===== src/rtl/bcd_fib_pkg.sv =====
// Shared types and constant helpers for the BCD Fibonacci engine.
package bcd_fib_pkg;

    // Top-level sequencing states
    typedef enum logic [2:0] {
        IDLE = 3'd0,
        CONV = 3'd1,
        FIB  = 3'd2,
        B2B  = 3'd3,
        DONE = 3'd4
    } state_t;

    // 10**k, used for sizing the index register and the result limit
    function automatic logic [63:0] pow10(input int k);
        logic [63:0] r;
        r = 64'd1;
        for (int i = 0; i < k; i++) r = r * 64'd10;
        return r;
    endfunction

    // Bits needed to encode x distinct values (ceil(log2(x)))
    function automatic int clog2(input logic [63:0] x);
        int          r;
        logic [63:0] v;
        r = 0;
        v = x - 64'd1;
        for (int i = 0; i < 64; i++) begin
            if (v != 64'd0) begin
                r = r + 1;
                v = v >> 1;
            end
        end
        return r;
    endfunction

    // Saturation pattern: 'digits' nibbles of 4'h9, right aligned
    function automatic logic [31:0] nines(input int digits);
        logic [31:0] r;
        r = '0;
        for (int i = 0; i < digits; i++) r[4*i +: 4] = 4'h9;
        return r;
    endfunction

endpackage


===== src/rtl/bin2bcd_dd.sv =====
// Sequential double-dabble converter: BIN_W cycles after start, done is high
// for one cycle and bcd carries the completed result in that same cycle.
module bin2bcd_dd
    import bcd_fib_pkg::*;
#(
    parameter int BIN_W  = 20,
    parameter int DIGITS = 4
) (
    input  logic                  clk,
    input  logic                  reset,
    input  logic                  start,
    input  logic [BIN_W-1:0]      bin,
    output logic                  done,
    output logic [4*DIGITS-1:0]   bcd
);

    localparam int CNT_W = clog2(64'(BIN_W) + 64'd1);

    logic                 busy;
    logic [CNT_W-1:0]     cnt;
    logic [BIN_W-1:0]     bin_sr;
    logic [4*DIGITS-1:0]  bcd_sr;
    logic [4*DIGITS-1:0]  bcd_adj;

    // Add 3 to every digit that would reach 10 or more after doubling
    always_comb begin
        bcd_adj = bcd_sr;
        for (int i = 0; i < DIGITS; i++) begin
            if (bcd_sr[4*i +: 4] >= 4'd5) bcd_adj[4*i +: 4] = bcd_sr[4*i +: 4] + 4'd3;
        end
    end

    // The shifted value is exposed directly so the last step's result is
    // usable in the same cycle done is raised, without an extra register stage.
    assign bcd  = (bcd_adj << 1) | {{(4*DIGITS-1){1'b0}}, bin_sr[BIN_W-1]};
    assign done = busy && (cnt == CNT_W'(BIN_W - 1));

    // One adjust+shift step per cycle while busy
    always_ff @(posedge clk or posedge reset) begin
        // NOTE: sequential state uses non-blocking assignments so every
        // register samples pre-edge values regardless of statement order.
        if (reset) begin
            busy   <= 1'b0;
            cnt    <= '0;
            bin_sr <= '0;
            bcd_sr <= '0;
        end else if (start) begin
            busy   <= 1'b1;
            cnt    <= '0;
            bin_sr <= bin;
            bcd_sr <= '0;
        end else if (busy) begin
            bcd_sr <= bcd;
            bin_sr <= bin_sr << 1;
            cnt    <= cnt + CNT_W'(1);
            if (done) busy <= 1'b0;
        end
    end

endmodule


===== src/rtl/bcd_fib_param.sv =====
// BCD-in / BCD-out Fibonacci engine: converts a BCD index to binary, iterates
// fib, then converts the binary result back to BCD with double-dabble.
module bcd_fib_param
    import bcd_fib_pkg::*;
#(
    parameter int IN_DIGITS  = 2,
    parameter int OUT_DIGITS = 4,
    parameter int FIB_W      = 20,
    parameter int MAX_IDX    = 30
) (
    input  logic                    clk,
    input  logic                    reset,
    input  logic                    start,
    input  logic [4*IN_DIGITS-1:0]  bcd_in,
    output logic                    ready,
    output logic                    done_tick,
    output logic [4*OUT_DIGITS-1:0] bcd_out,
    output logic                    overflow,
    output logic                    bcd_err
);

    localparam int          IDX_W     = clog2(pow10(IN_DIGITS));
    localparam int          MUL_W     = IDX_W + 4;
    localparam int          DIG_W     = clog2(64'(IN_DIGITS) + 64'd1);
    localparam logic [63:0] OUT_LIMIT = pow10(OUT_DIGITS);
    localparam logic [31:0] NINES_ALL = nines(OUT_DIGITS);
    localparam logic [4*OUT_DIGITS-1:0] NINES = NINES_ALL[4*OUT_DIGITS-1:0];

    state_t                 state;
    logic [4*IN_DIGITS-1:0] bcd_lat;
    logic [IDX_W-1:0]       idx;
    logic [IDX_W-1:0]       cnt;
    logic [DIG_W-1:0]       dig_cnt;
    logic                   err;
    logic [FIB_W-1:0]       t0;
    logic [FIB_W-1:0]       t1;

    logic [3:0]             cur_digit;
    logic                   fib_ovf;
    logic                   dd_start;
    logic                   dd_done;
    logic [4*OUT_DIGITS-1:0] dd_bcd;

    // Latched index is consumed MSD first by shifting it left one digit per cycle
    assign cur_digit = bcd_lat[4*IN_DIGITS-1 -: 4];
    assign fib_ovf   = 64'(t0) >= OUT_LIMIT;
    // Converter is kicked in the same cycle FIB finishes so B2B is exactly FIB_W cycles
    assign dd_start  = (state == FIB) && (cnt == '0) && !fib_ovf;

    bin2bcd_dd #(
        .BIN_W  (FIB_W),
        .DIGITS (OUT_DIGITS)
    ) u_dd (
        .clk   (clk),
        .reset (reset),
        .start (dd_start),
        .bin   (t0),
        .done  (dd_done),
        .bcd   (dd_bcd)
    );

    // Main sequencer with registered handshake and result outputs
    always_ff @(posedge clk or posedge reset) begin
        if (reset) begin
            state     <= IDLE;
            ready     <= 1'b1;
            done_tick <= 1'b0;
            bcd_out   <= '0;
            overflow  <= 1'b0;
            bcd_err   <= 1'b0;
            bcd_lat   <= '0;
            idx       <= '0;
            cnt       <= '0;
            dig_cnt   <= '0;
            err       <= 1'b0;
            t0        <= '0;
            t1        <= '0;
        end else begin
            done_tick <= 1'b0;
            case (state)
                IDLE: begin
                    if (start) begin
                        bcd_lat <= bcd_in;
                        idx     <= '0;
                        dig_cnt <= '0;
                        err     <= 1'b0;
                        ready   <= 1'b0;
                        state   <= CONV;
                    end
                end
                CONV: begin
                    if (dig_cnt != DIG_W'(IN_DIGITS)) begin
                        if (cur_digit > 4'd9) err <= 1'b1;
                        idx     <= IDX_W'(MUL_W'(idx) * MUL_W'(10) + MUL_W'(cur_digit));
                        bcd_lat <= bcd_lat << 4;
                        dig_cnt <= dig_cnt + DIG_W'(1);
                    end else if (err) begin
                        bcd_out   <= NINES;
                        overflow  <= 1'b0;
                        bcd_err   <= 1'b1;
                        done_tick <= 1'b1;
                        state     <= DONE;
                    end else if (32'(idx) > MAX_IDX) begin
                        bcd_out   <= NINES;
                        overflow  <= 1'b1;
                        bcd_err   <= 1'b0;
                        done_tick <= 1'b1;
                        state     <= DONE;
                    end else begin
                        t0    <= '0;
                        t1    <= FIB_W'(1);
                        cnt   <= idx;
                        state <= FIB;
                    end
                end
                FIB: begin
                    if (cnt == '0) begin
                        if (fib_ovf) begin
                            bcd_out   <= NINES;
                            overflow  <= 1'b1;
                            bcd_err   <= 1'b0;
                            done_tick <= 1'b1;
                            state     <= DONE;
                        end else begin
                            state <= B2B;
                        end
                    end else begin
                        t0  <= t1;
                        t1  <= t0 + t1;
                        cnt <= cnt - IDX_W'(1);
                    end
                end
                B2B: begin
                    if (dd_done) begin
                        bcd_out   <= dd_bcd;
                        overflow  <= 1'b0;
                        bcd_err   <= 1'b0;
                        done_tick <= 1'b1;
                        state     <= DONE;
                    end
                end
                DONE: begin
                    ready <= 1'b1;
                    state <= IDLE;
                end
                default: state <= IDLE;
            endcase
        end
    end

endmodule

===== config.mk =====
export PLATFORM = sky130hd
export DESIGN_NAME = bcd_fib_param
export DESIGN_NICKNAME = d
export VERILOG_FILES = /design/src/rtl/bcd_fib_pkg.sv /design/src/rtl/bin2bcd_dd.sv /design/src/rtl/bcd_fib_param.sv
export SDC_FILE = /design/constraint.sdc
export NUM_CORES = 1
export LEC_CHECK = 0
export ABC_CLOCK_PERIOD_IN_PS = 7900
export CORE_MARGIN = 4
export CORE_UTILIZATION = 45
export DETAILED_ROUTE_END_ITERATION = 8
export PLACE_DENSITY = 0.6
export SETUP_SLACK_MARGIN = 0.02
export SLEW_MARGIN = 20
export SYNTH_ARGS = -nofsm -noshare
export SYNTH_HDL_FRONTEND = slang
export SYNTH_SLANG_ARGS = --single-unit

===== constraint.sdc =====
create_clock -name clk -period 7.9 [get_ports clk]
set_input_delay 2.37 -clock clk [delete_from_list [all_inputs] [get_ports clk]]
set_output_delay 2.37 -clock clk [all_outputs]
set_load 0.01 [all_outputs]

After elaboration in Yosys (flattened, before gate mapping)
Cells that the tools add are included.
{ "classes": {"n_reduce_logical": 17, "addsub": 9, "multipliers": 1, "muxes": 77, "magnitude_cmp": 7, "eq_ne": 17, "bitwise_logic": 1} }
{ "op_table": {"columns": ["operator", "n"], "rows": [
  ["20-bit 2-to-1 mux", 10],
  ["16-bit 2-to-1 mux", 8],
  ["20-bit case mux with 2 select lines", 2],
  ["16-bit case mux with 3 select lines", 1],
  ["7-bit 2-to-1 mux", 6],
  ["7-bit case mux with 2 select lines", 2],
  ["3-bit 2-to-1 mux", 8],
  ["1-bit 2-to-1 mux", 23],
  ["20-bit adder", 1],
  ["20-bit by 14-bit greater-or-equal comparator with 1-bit output, second input constant", 1],
  ["2-bit != test, second input constant", 10],
  ["4-bit by 3-bit greater-or-equal comparator with 1-bit output, second input constant", 4],
  ["8-bit 2-to-1 mux", 2],
  ["16-bit by 1-bit bitwise OR with 16-bit output", 1],
  ["8-bit case mux with 2 select lines", 1],
  ["4-bit by 2-bit adder with 4-bit output, second input constant", 3],
  ["4-bit 2-to-1 mux", 3],
  ["3-bit case mux with 4 select lines", 1],
  ["5-bit 2-to-1 mux", 2],
  ["1-bit case mux with 3 select lines", 3],
  ["4-bit AND reduction", 2],
  ["2-bit nonzero test", 4],
  ["7-bit by 4-bit adder with 7-bit output", 1],
  ["7-bit by 5-bit > comparator with 1-bit output, second input constant", 1],
  ["other kinds (24)", 29]
]} }
{ "totals": {"output_inout_bits": 20, "input_bits": 11, "wordCells": 146, "ff_bits": 130} }

Depth between registers and ports, before layout
Gate-level depths: netlist of run 1.
{ "depth": {"depth_word": 5, "depth_mapped": 11} }

Hierarchy
From an unflattened synthesis of run 1, not the netlist that was laid out.
{ "unflattened": {"hier_cells": 756, "hier_area_um2": 7153.1} }
{ "by_module_without_submodules": {"columns": ["module", "area_per_inst_um2", "cells_per_inst", "n_inst"], "rows": [
  ["bcd_fib_param", 4818.4, 508, 1],
  ["bin2bcd_dd", 2334.7, 248, 1]
]} }

Worst setup path after synthesis of run 1
Ideal clock, no wire load.
{ "synth_timing": {"kind": "input to register", "startpoint": "in start", "endpoint": "reg bcd_lat[0]", "cell_stages": 3, "setup_slack_ns": 4.728, "required_time_ns": 7.765, "arrival_time_ns": 3.038, "setup_ns": 0.135, "cell_sequence": "a21oi_1 -> clkbuf_1 -> o21ai_0"} }
{ "synth_via": {"elab_chain_cells": 2} }
{ "synth_rtl": {"columns": ["item", "line", "text"], "rows": [
  ["start, declared", "bcd_fib_param.sv:13", "input logic start,"],
  ["2-bit != test (no source line)", null, null],
  ["3-bit AND reduction (no source line)", null, null],
  ["end signal, assigned", "bcd_fib_param.sv:83", "bcd_lat <= bcd_in;"],
  ["end signal, assigned", "bcd_fib_param.sv:95", "bcd_lat <= bcd_lat << 4;"],
  ["end, declared", "bcd_fib_param.sv:30", "logic [4*IN_DIGITS-1:0] bcd_lat;"]
]} }
No other way between the ends.
A chain may end at the register's enable or synchronous reset.

Final worst setup path of run 1
{ "layout_timing": {"startpoint": "reg ready", "endpoint": "out ready"} }
{ "layout_rtl": {"columns": ["item", "line", "text"], "rows": [
  ["start, declared", "bcd_fib_param.sv:15", "output logic ready,"],
  ["start signal, assigned", "bcd_fib_param.sv:66", "ready <= 1'b1;"],
  ["start signal, assigned", "bcd_fib_param.sv:87", "ready <= 1'b0;"],
  ["start signal, assigned", "bcd_fib_param.sv:143", "ready <= 1'b1;"]
]} }
No word-level cell between the ends.

==> flow_summary.toml, run 1 <==
[cts]
htree_levels = 4
ctsHoldBuffers = 0
cts_resized = 0
max-clock-path-buffers = 2
insertion_delay_ps = 420
cts_tree = "built"
cts-root-buf = "clkbuf_16"
cts_made_buffers = 17
numClockSinks = 130
clk_pin_slew_worst_paths_ps = 50
post_cts_buffers = 0

[power]
seqPwrFrac_pct = 44.1
internal_power_mw = 1.21
ir_drop_uv = 137
p_leak_nw = 3.75
power.density_mw_per_mm2 = 186
comb_power_share_pct = 1.3
pwr-share-clk_pct = 54.6
power.switching_uw = 297
sw_frac_of_total_pct = 19.7

[grt]
grt-busiest-layer = "met2"
grt_pass1_vias = 5165
grt_max_degree = 75
antenna_found_initial = 0
grt_overflow = 0
grt_first_pass_wirelength_um = 24600
grtUsageMet3_pct = 4.07
use_met1_pct = 22.9
grtUsageTotal_pct = 16.8
use_met2_pct = 26.3

[route]
vias = 5231
firstDrtPassIters = 5
wl_per_cell_um = 14.4
ant_nets = 0
drt-total-wl_um = 14000
drt_iter0_drc = 347
drc = 0
vias_per_cell = 5.40

[sta]
finalMaxSlewViolations = 0
rsz0062_at_grt = "no"
layout_min_cycle_time_ps = 3840
worst_pin_slew_ps = 899
fmax_mhz = 261
fin_tns_setup_ps = 0
hold_violations = 0
period_share_pct = 48.6
finClkSkew_ps = 8.89
relSlewSlack_pct = 40.1
setup_viol = 0

[cells_and_area]
final_common_cell = "dfrtp_1"
final_layout_size_suffix_gt1_share_pct = 8.19
diodes = 0
nNetsFinal = 795
layout_common_cells = "dfrtp_1 (128), nand2_1 (81), o21ai_0 (69)"
syn2layout_area_growth_pct = 15.6
final_cells = 968

[yosys]
synth_compound_area_share_pct = 17.2
ys.warnings.count = 0
synthArstFlopShare_pct = 100
synthSimpleGateAreaFrac_pct = 14.6
ys_ff_latch = 130
muxShareOfSynthArea_pct = 6.99
syn-num-nets = 775
synth_ff_type = "dfrtp_1"
synthAdderAreaFrac_pct = 7.45
yosys.area_share.xor_xnor_pct = 3.74
synth.cell_area_mm2 = 0.00702
synth_edf_count = 0
syn_inst = 724
syn_avg_cell_area_um2 = 9.70
synth-seq-area-share_pct = 46.4
synth_cell_types = 55
synth_top_family_by_area = "compound AO/OA/AOI/OAI gates"

[setup_path]
crit_arrival_ps = 1470
crit_path_end_kind = "output port"
cp_num_buf_inv = 1
r2r-end = "t1[14]$_DFFE_PP0P_"
crit_type = "flop to output port"
cp_slowest_cell = "dfstp_2"
worst-r2r-cell-count = 9
critPathLaunchType = "flop"
required_ps = 5530
r2r_start = "t0[0]$_DFFE_PP0P_"
crit_family = "flip-flops"
cp_max_fo = 2
ff2ff_setup_slack_ps = 5060
crit_chain = "clkdlybuf4s50_1"
slowest_delay_ps = 530

[place]
port_buffers = 30
dp_cells = 935
dp_hpwl_um = 9410
gp_congestion = 0.858

[die]
ios = 31
die_area_mm2 = 0.0177
fp.dieW_um = 133
initial_core_util_pct = 46.0
core_area_mm2 = 0.0153
die_y_um = 133
fp-row-count = 45

[hold_path]
hp-class = "flop to flop"
hold_start = "bcd_lat[3]$_DFFE_PP0P_"
holdPathStages = 2
whs_endpoint = "bcd_lat[3]$_DFFE_PP0P_"

[flow_run]
maxCapViolations = 0

[run_status]
outcome = "complete, no violations"
metal layers:
metal | vias to the layer above | routed length (um) | part of all wire [%]
li1 | 2595 | - | -
met1 | 2550 | 6820 | 49
met2 | 72 | 6590 | 47
met3 | 14 | 407 | 2.9
met4 | 0 | 151 | 1.1
met5 | - | 0 | 0
cell usage after synthesis (3+ instances only):
cell type	n	area share [%]
inv_1	26	1.4
buf_2	8	0.57
xnor2_1	19	2.4
a21o_1	14	1.5
dfrtp_1	129	46
o21a_1	4	0.43
mux2i_1	34	4.8
xor2_1	11	1.4
nor3b_1	7	0.75
nand4_1	7	0.62
nand2b_1	11	0.98
a21oi_1	49	3.5
nor4_1	5	0.45
fa_1	3	0.86
nand3_1	13	0.93
ha_1	37	6.6
a31oi_1	9	0.80
a211oi_1	8	0.86
nor2b_1	8	0.71
nor3_1	10	0.71
o21ai_0	69	4.9
nand2_1	81	4.3
a22o_1	23	2.9
clkbuf_1	24	1.3
o211ai_1	3	0.32
nor2_1	65	3.5
mux2_2	12	1.9
layout make-up:
| cell class | count | area [um^2] |
|---|---|---|
| Tap cell | 211 | 264 |
| Clock buffer | 21 | 460 |
| Clock inverter | 11 | 159 |
| Inverter | 26 | 100 |
| Multi-Input combinational cell | 532 | 3520 |
| Sequential cell | 130 | 3260 |
| Fill cell | 1364 | 7140 |
| Timing Repair Buffer | 37 | 360 |
kinds of logic after synthesis:
family / after synthesis
compound gates: 194
xor+xnor: 30
fa+ha+maj: 40
buf+inv: 62
flops: 130
mux: 47
simple gates: 221
state kept, by name, summed over array words and instances, names as in the netlist, 5 cells and up:
signal and flops:
u_dd.cnt 5, bcd_out 16, t1 20, cnt 7
u_dd.bcd_sr 16, bcd_lat 8, u_dd.bin_sr 20, idx 7
t0 20
how the worst max path moves through the flow:
stage	from	to	slack [ps]	cells past startpoint
floorplan	reset	bcd_err$_DFFE_PP0P_	2060	1
global placement	reset	t1[9]$_DFFE_PP0P_	3590	3
detailed placement	reset	t1[9]$_DFFE_PP0P_	3570	3
CTS	reset	t1[9]$_DFFE_PP0P_	4010	3
global route	reset	t1[9]$_DFFE_PP0P_	3800	3
finish	ready$_DFFE_PP1P_	ready	4060	1
metrics by stage:
| step | utilization [%] | power [mW] | hold WS [ps] | setup slack [ps] | cell area [um^2] |
|---|---|---|---|---|---|
| 3_3_place_gp | 49.0 | 0.698 | 460 | 3590 | 7480 |
| 4_1_cts | 53.1 | 1.53 | 492 | 4010 | 8100 |
| 3_5_place_dp | 49.0 | 0.698 | 478 | 3570 | 7480 |
| 5_1_grt | 53.2 | 1.56 | 507 | 3800 | 8120 |
| 6_report | 53.2 | 1.51 | 486 | 4060 | 8120 |
| 2_1_floorplan | - | 0.689 | 445 | 2060 | 7020 |
power by group through the flow:
stage	logic [mW]	registers [mW]	clock network, mW
floorplan	0.0105	0.678	0
global placement	0.0201	0.678	0
detailed placement	0.0204	0.678	0
CTS	0.0204	0.666	0.840
global route	0.0227	0.666	0.871
finish	0.0190	0.666	0.825
(Power assumes the default switching activity.)
==> run 2: changes to the inputs <==
Settings changed: ABC_CLOCK_PERIOD_IN_PS 7900 to 3470, PLACE_DENSITY 0.6 to 0.63.
Clock period 7.9 ns to 3.47 ns, I/O delays scaled along.
==> flow_summary.toml, run 2 (synthesis results as in run 1) <==
[power]
internal_power_mw = 2.75
power.density_mw_per_mm2 = 424
power.switching_uw = 704
seqPwrFrac_pct = 43.8
ir_drop_uv = 322
pwr-share-clk_pct = 54.8
comb_power_share_pct = 1.4
sw_frac_of_total_pct = 20.4
p_leak_nw = 3.74
power_mw = 3.46

[setup_path]
startpoint = "state[1]$_DFFE_PP0P_"
crit_type = "flop to flop"
cp_slowest_cell = "or3b_1"
worst-r2r-cell-count = 7
slowest_delay_ps = 620
cp_num_buf_inv = 1
required_ps = 3740
r2r_start = "state[1]$_DFFE_PP0P_"
path_depth = 7
crit_path_end_kind = "flop"
crit_chain = "or3b_1, or4_1, a31oi_4, a21oi_4, buf_4, o21ai_0, o21ai_0"
crit_family = "simple AND/OR/NAND/NOR gates"
cp_max_fo = 31
critPathLaunchType = "flop"
crit_path_end = "cnt[5]$_DFFE_PP0P_"
r2r-end = "cnt[5]$_DFFE_PP0P_"
worst_path_most_repeated_cell = "o21ai_0"
crit_arrival_ps = 3090
ff2ff_setup_slack_ps = 650

[grt]
grt_pass1_vias = 5288
grt_first_pass_wirelength_um = 25000
grtUsageTotal_pct = 17.1
antenna_found_initial = 0
grt_overflow = 0
grt_max_degree = 73

[cts]
clk_pin_slew_worst_paths_ps = 60
cts_tree = "built"
max-clock-path-buffers = 2
insertion_delay_ps = 420
post_cts_buffers = 0
cts-root-buf = "clkbuf_16"
numClockSinks = 130
cts_resized = 0
ctsHoldBuffers = 0
cts_made_buffers = 17
htree_levels = 4

[route]
vias_per_cell = 5.40
dr.max_layer_used = "met4"
ant_nets = 0
wl_per_cell_um = 14.6
drt-total-wl_um = 14100
drc = 0
met1_length_um = 6720
dr_wl_met3_um = 527
wl_met2_um = 6630
vias = 5239
firstDrtPassIters = 4
drt_iter0_drc = 240

[place]
dp_hpwl_um = 9590
port_buffers = 30
dp_cells = 938
gp_congestion = 0.867

[cells_and_area]
nNetsFinal = 798
syn2layout_area_growth_pct = 16.2
final_layout_size_suffix_gt1_share_pct = 8.55
biggestRegsByFlops = "t0 x20, t1 x20, u_dd.bin_sr x20"
final_cells = 971
final_common_cell = "dfrtp_1"
layout_common_cells = "dfrtp_1 (128), nand2_1 (81), o21ai_0 (69)"
diodes = 0
postLayoutCoreUtil_pct = 53.5

[sta]
finClkSkew_ps = 8.53
hold_violations = 0
fmax_mhz = 354
fin_tns_setup_ps = 0
setup_viol = 0
rsz0062_at_grt = "no"
relSlewSlack_pct = 54.1
worst_pin_slew_ps = 689
finalMaxSlewViolations = 0
period_share_pct = 81.3
layout_min_cycle_time_ps = 2820

[die]
fp.dieW_um = 133
die_y_um = 133
ios = 31
initial_core_util_pct = 46.0
core_area_mm2 = 0.0153
die_area_mm2 = 0.0177
fp-row-count = 45

[run_status]
outcome = "complete, no violations"

[flow_run]
maxCapViolations = 0

[hold_path]
hp-class = "flop to flop"
[run 2: worst min-delay path: cells and delay by family, from the launching register on]
family,cells,cell delay (ps)
and+or+nand+nor,1,50
AOI/OAI and AO/OA,1,60
DFF,1,340
[run 2: worst min path at each step]
stage,startpoint,to,slack (ps),cells past startpoint
after CTS,bcd_lat[3]$_DFFE_PP0P_,bcd_lat[3]$_DFFE_PP0P_,480,2
after detailed placement,bcd_lat[3]$_DFFE_PP0P_,bcd_lat[3]$_DFFE_PP0P_,470,2
after floorplan,idx[6]$_DFFE_PP0P_,idx[6]$_DFFE_PP0P_,440,2
after global placement,idx[6]$_DFFE_PP0P_,idx[6]$_DFFE_PP0P_,460,2
after global routing,bcd_lat[3]$_DFFE_PP0P_,bcd_lat[3]$_DFFE_PP0P_,500,2
final,bcd_lat[1]$_DFFE_PP0P_,bcd_lat[1]$_DFFE_PP0P_,480,2
[run 2: power by group through the flow]
stage	Combinational (mW)	Sequential [mW]	Clock (mW)
finish	0.0472	1.52	1.90
global route	0.0555	1.52	2.01
CTS	0.0504	1.52	1.94
detailed placement	0.0500	1.54	0
global placement	0.0493	1.54	0
floorplan	0.0243	1.54	0
[run 2: per-stage QoR]
| stage | hold WS [ps] | setup WS (ps) | instance area (um^2) |
|---|---|---|---|
| floorplan | 445 | 821 | 7020 |
| global placement | 460 | 677 | 7520 |
| detailed placement | 470 | 649 | 7520 |
| CTS | 483 | 641 | 8140 |
| global route | 500 | 446 | 8160 |
| finish | 479 | 648 | 8160 |
[run 2: area by class of cell]
| cell class | instances | area (um^2) |
|---|---|---|
| clock buffers | 20 | 447 |
| clock inverters | 12 | 180 |
| fillers | 1344 | 7100 |
| inverters | 26 | 101 |
| multi-input cells | 532 | 3520 |
| flip-flops and latches | 130 | 3260 |
| well taps | 211 | 264 |
| repair buffers | 40 | 395 |
[run 2: metal layers]
metal	track usage (%)	vias to the layer above
li1	-	2600
met2	27.8	82
met3	3.57	23
met1	22.4	2534
met5	0	-
met4	6.70	0
==> run 3: changes to the inputs <==
Settings changed: ABC_CLOCK_PERIOD_IN_PS 3470 to 2500.
Clock period 3.47 ns to 2.5 ns, I/O delays scaled along.
==> flow_summary.toml, run 3 (synthesis results as in run 1) <==
[run_status]
outcome = "complete, no violations"

[cells_and_area]
postLayoutCoreUtil_pct = 54.6
fin_area_mm2 = 0.00834
diodes = 0
final_common_cell = "dfrtp_1"
final_layout_size_suffix_gt1_share_pct = 11.3
syn2layout_area_growth_pct = 18.7
biggestRegsByFlops = "t0 x20, t1 x20, u_dd.bin_sr x20"
nNetsFinal = 816
layout_common_cells = "dfrtp_1 (128), nand2_1 (81), o21ai_0 (68)"

[grt]
grt_first_pass_wirelength_um = 24500
grt_overflow = 0
grt_pass1_vias = 5218
grtUsageTotal_pct = 16.7
grt_max_degree = 102
antenna_found_initial = 0

[die]
die_y_um = 133
ios = 31
initial_core_util_pct = 46.0
fp-row-count = 45
fp.dieW_um = 133
core_area_mm2 = 0.0153
die_area_mm2 = 0.0177

[cts]
max-clock-path-buffers = 2
ctsHoldBuffers = 0
numClockSinks = 130
insertion_delay_ps = 420
cts-root-buf = "clkbuf_16"
cts_made_buffers = 17
cts_tree = "built"
clk_pin_slew_worst_paths_ps = 60
htree_levels = 4

[setup_path]
crit_arrival_ps = 2710
cp_num_buf_inv = 1
crit_chain = "or3b_1, or4_1, a31oi_4, a21oi_4, buf_16, o21ai_0, o21ai_0"
worst_path_most_repeated_cell = "o21ai_0"
cp_max_fo = 30
slowest_delay_ps = 460
ff2ff_setup_slack_ps = 80
crit_type = "flop to flop"
crit_path_end_kind = "flop"
crit_family = "simple AND/OR/NAND/NOR gates"
cp_slowest_cell = "or4_1"
required_ps = 2790
critPathLaunchType = "flop"

[sta]
finalMaxSlewViolations = 0
setup_viol = 0
fmax_mhz = 413
layout_min_cycle_time_ps = 2420
worst_pin_slew_ps = 668
hold_violations = 0
period_share_pct = 96.7
rsz0062_at_grt = "yes"
finClkSkew_ps = 9.83
relSlewSlack_pct = 55.5
fin_tns_setup_ps = 0
timing.hold.ws_ps = 483

[route]
vias_per_cell = 5.39
wl_per_cell_um = 14.9
firstDrtPassIters = 4
drc = 0
drt-total-wl_um = 14700
vias = 5329
drt_iter0_drc = 389
ant_nets = 0

[place]
gp_congestion = 0.871
dp_hpwl_um = 9630
port_buffers = 30
placed_cell_area_mm2 = 0.00765

[power]
p_leak_nw = 3.83
power_mw = 4.71
power.density_mw_per_mm2 = 565
ir_drop_uv = 535

[hold_path]
hp-class = "flop to flop"

[flow_run]
maxCapViolations = 0
[run 3: final timing paths]
check,startpoint,endpoint,depth (start not counted)
max in group asynchronous,reset,t1[14]$_DFFE_PP0P_,3
worst max-delay path,state[0]$_DFFE_PP0P_,cnt[4]$_DFFE_PP0P_,7
worst max register to register,state[0]$_DFFE_PP0P_,cnt[4]$_DFFE_PP0P_,7
worst min-delay path,bcd_lat[0]$_DFFE_PP0P_,bcd_lat[0]$_DFFE_PP0P_,2
worst min register to register,bcd_lat[0]$_DFFE_PP0P_,bcd_lat[0]$_DFFE_PP0P_,2
min in group asynchronous,reset,bcd_out[10]$_DFFE_PP0P_,3
[run 3: layout make-up]
class | instances | area, um^2
Clock buffer | 21 | 470
Tap cell | 211 | 264
Fill cell | 1381 | 6920
Clock inverter | 10 | 133
Sequential cell | 130 | 3260
Inverter | 26 | 101
Timing Repair Buffer | 56 | 553
Multi-Input combinational cell | 534 | 3560
[run 3: repair_timing]
action	4_1_cts	5_1_grt
endpoints found under the setup margin	3	31
resized for setup	0	7
pin swaps	0	2
gates cloned	0	2
setup buffers	0	4
[run 3: metrics by stage]
stage                     instances  setup WS [ps]
after floorplan                 724            142
after global placement          950           14.2
after detailed placement        951          -3.48
after CTS                       982           7.70
after global routing            988          -7.31
final                           988           81.5
[run 3: per-layer routing]
layer,wire length (um),up-vias,global-route usage [%]
met5,0,-,0
met4,176,0,6.18
met3,465,13,3.38
met2,7140,63,27.5
met1,6930,2614,21.7
li1,-,2639,-
[run 3: power breakdown]
group          switching [mW]  internal (mW)
logic                  0.0444         0.0198
clock network           0.907           1.63
registers                   0           2.11
total                   0.951           3.76
[run 3: worst min-delay path: cells and delay by family (launching register included)]
family / cells / cell delay (ps)
AND/OR/NAND/NOR: 1 / 50
flip-flops: 1 / 340
AO/OA/AOI/OAI: 1 / 60
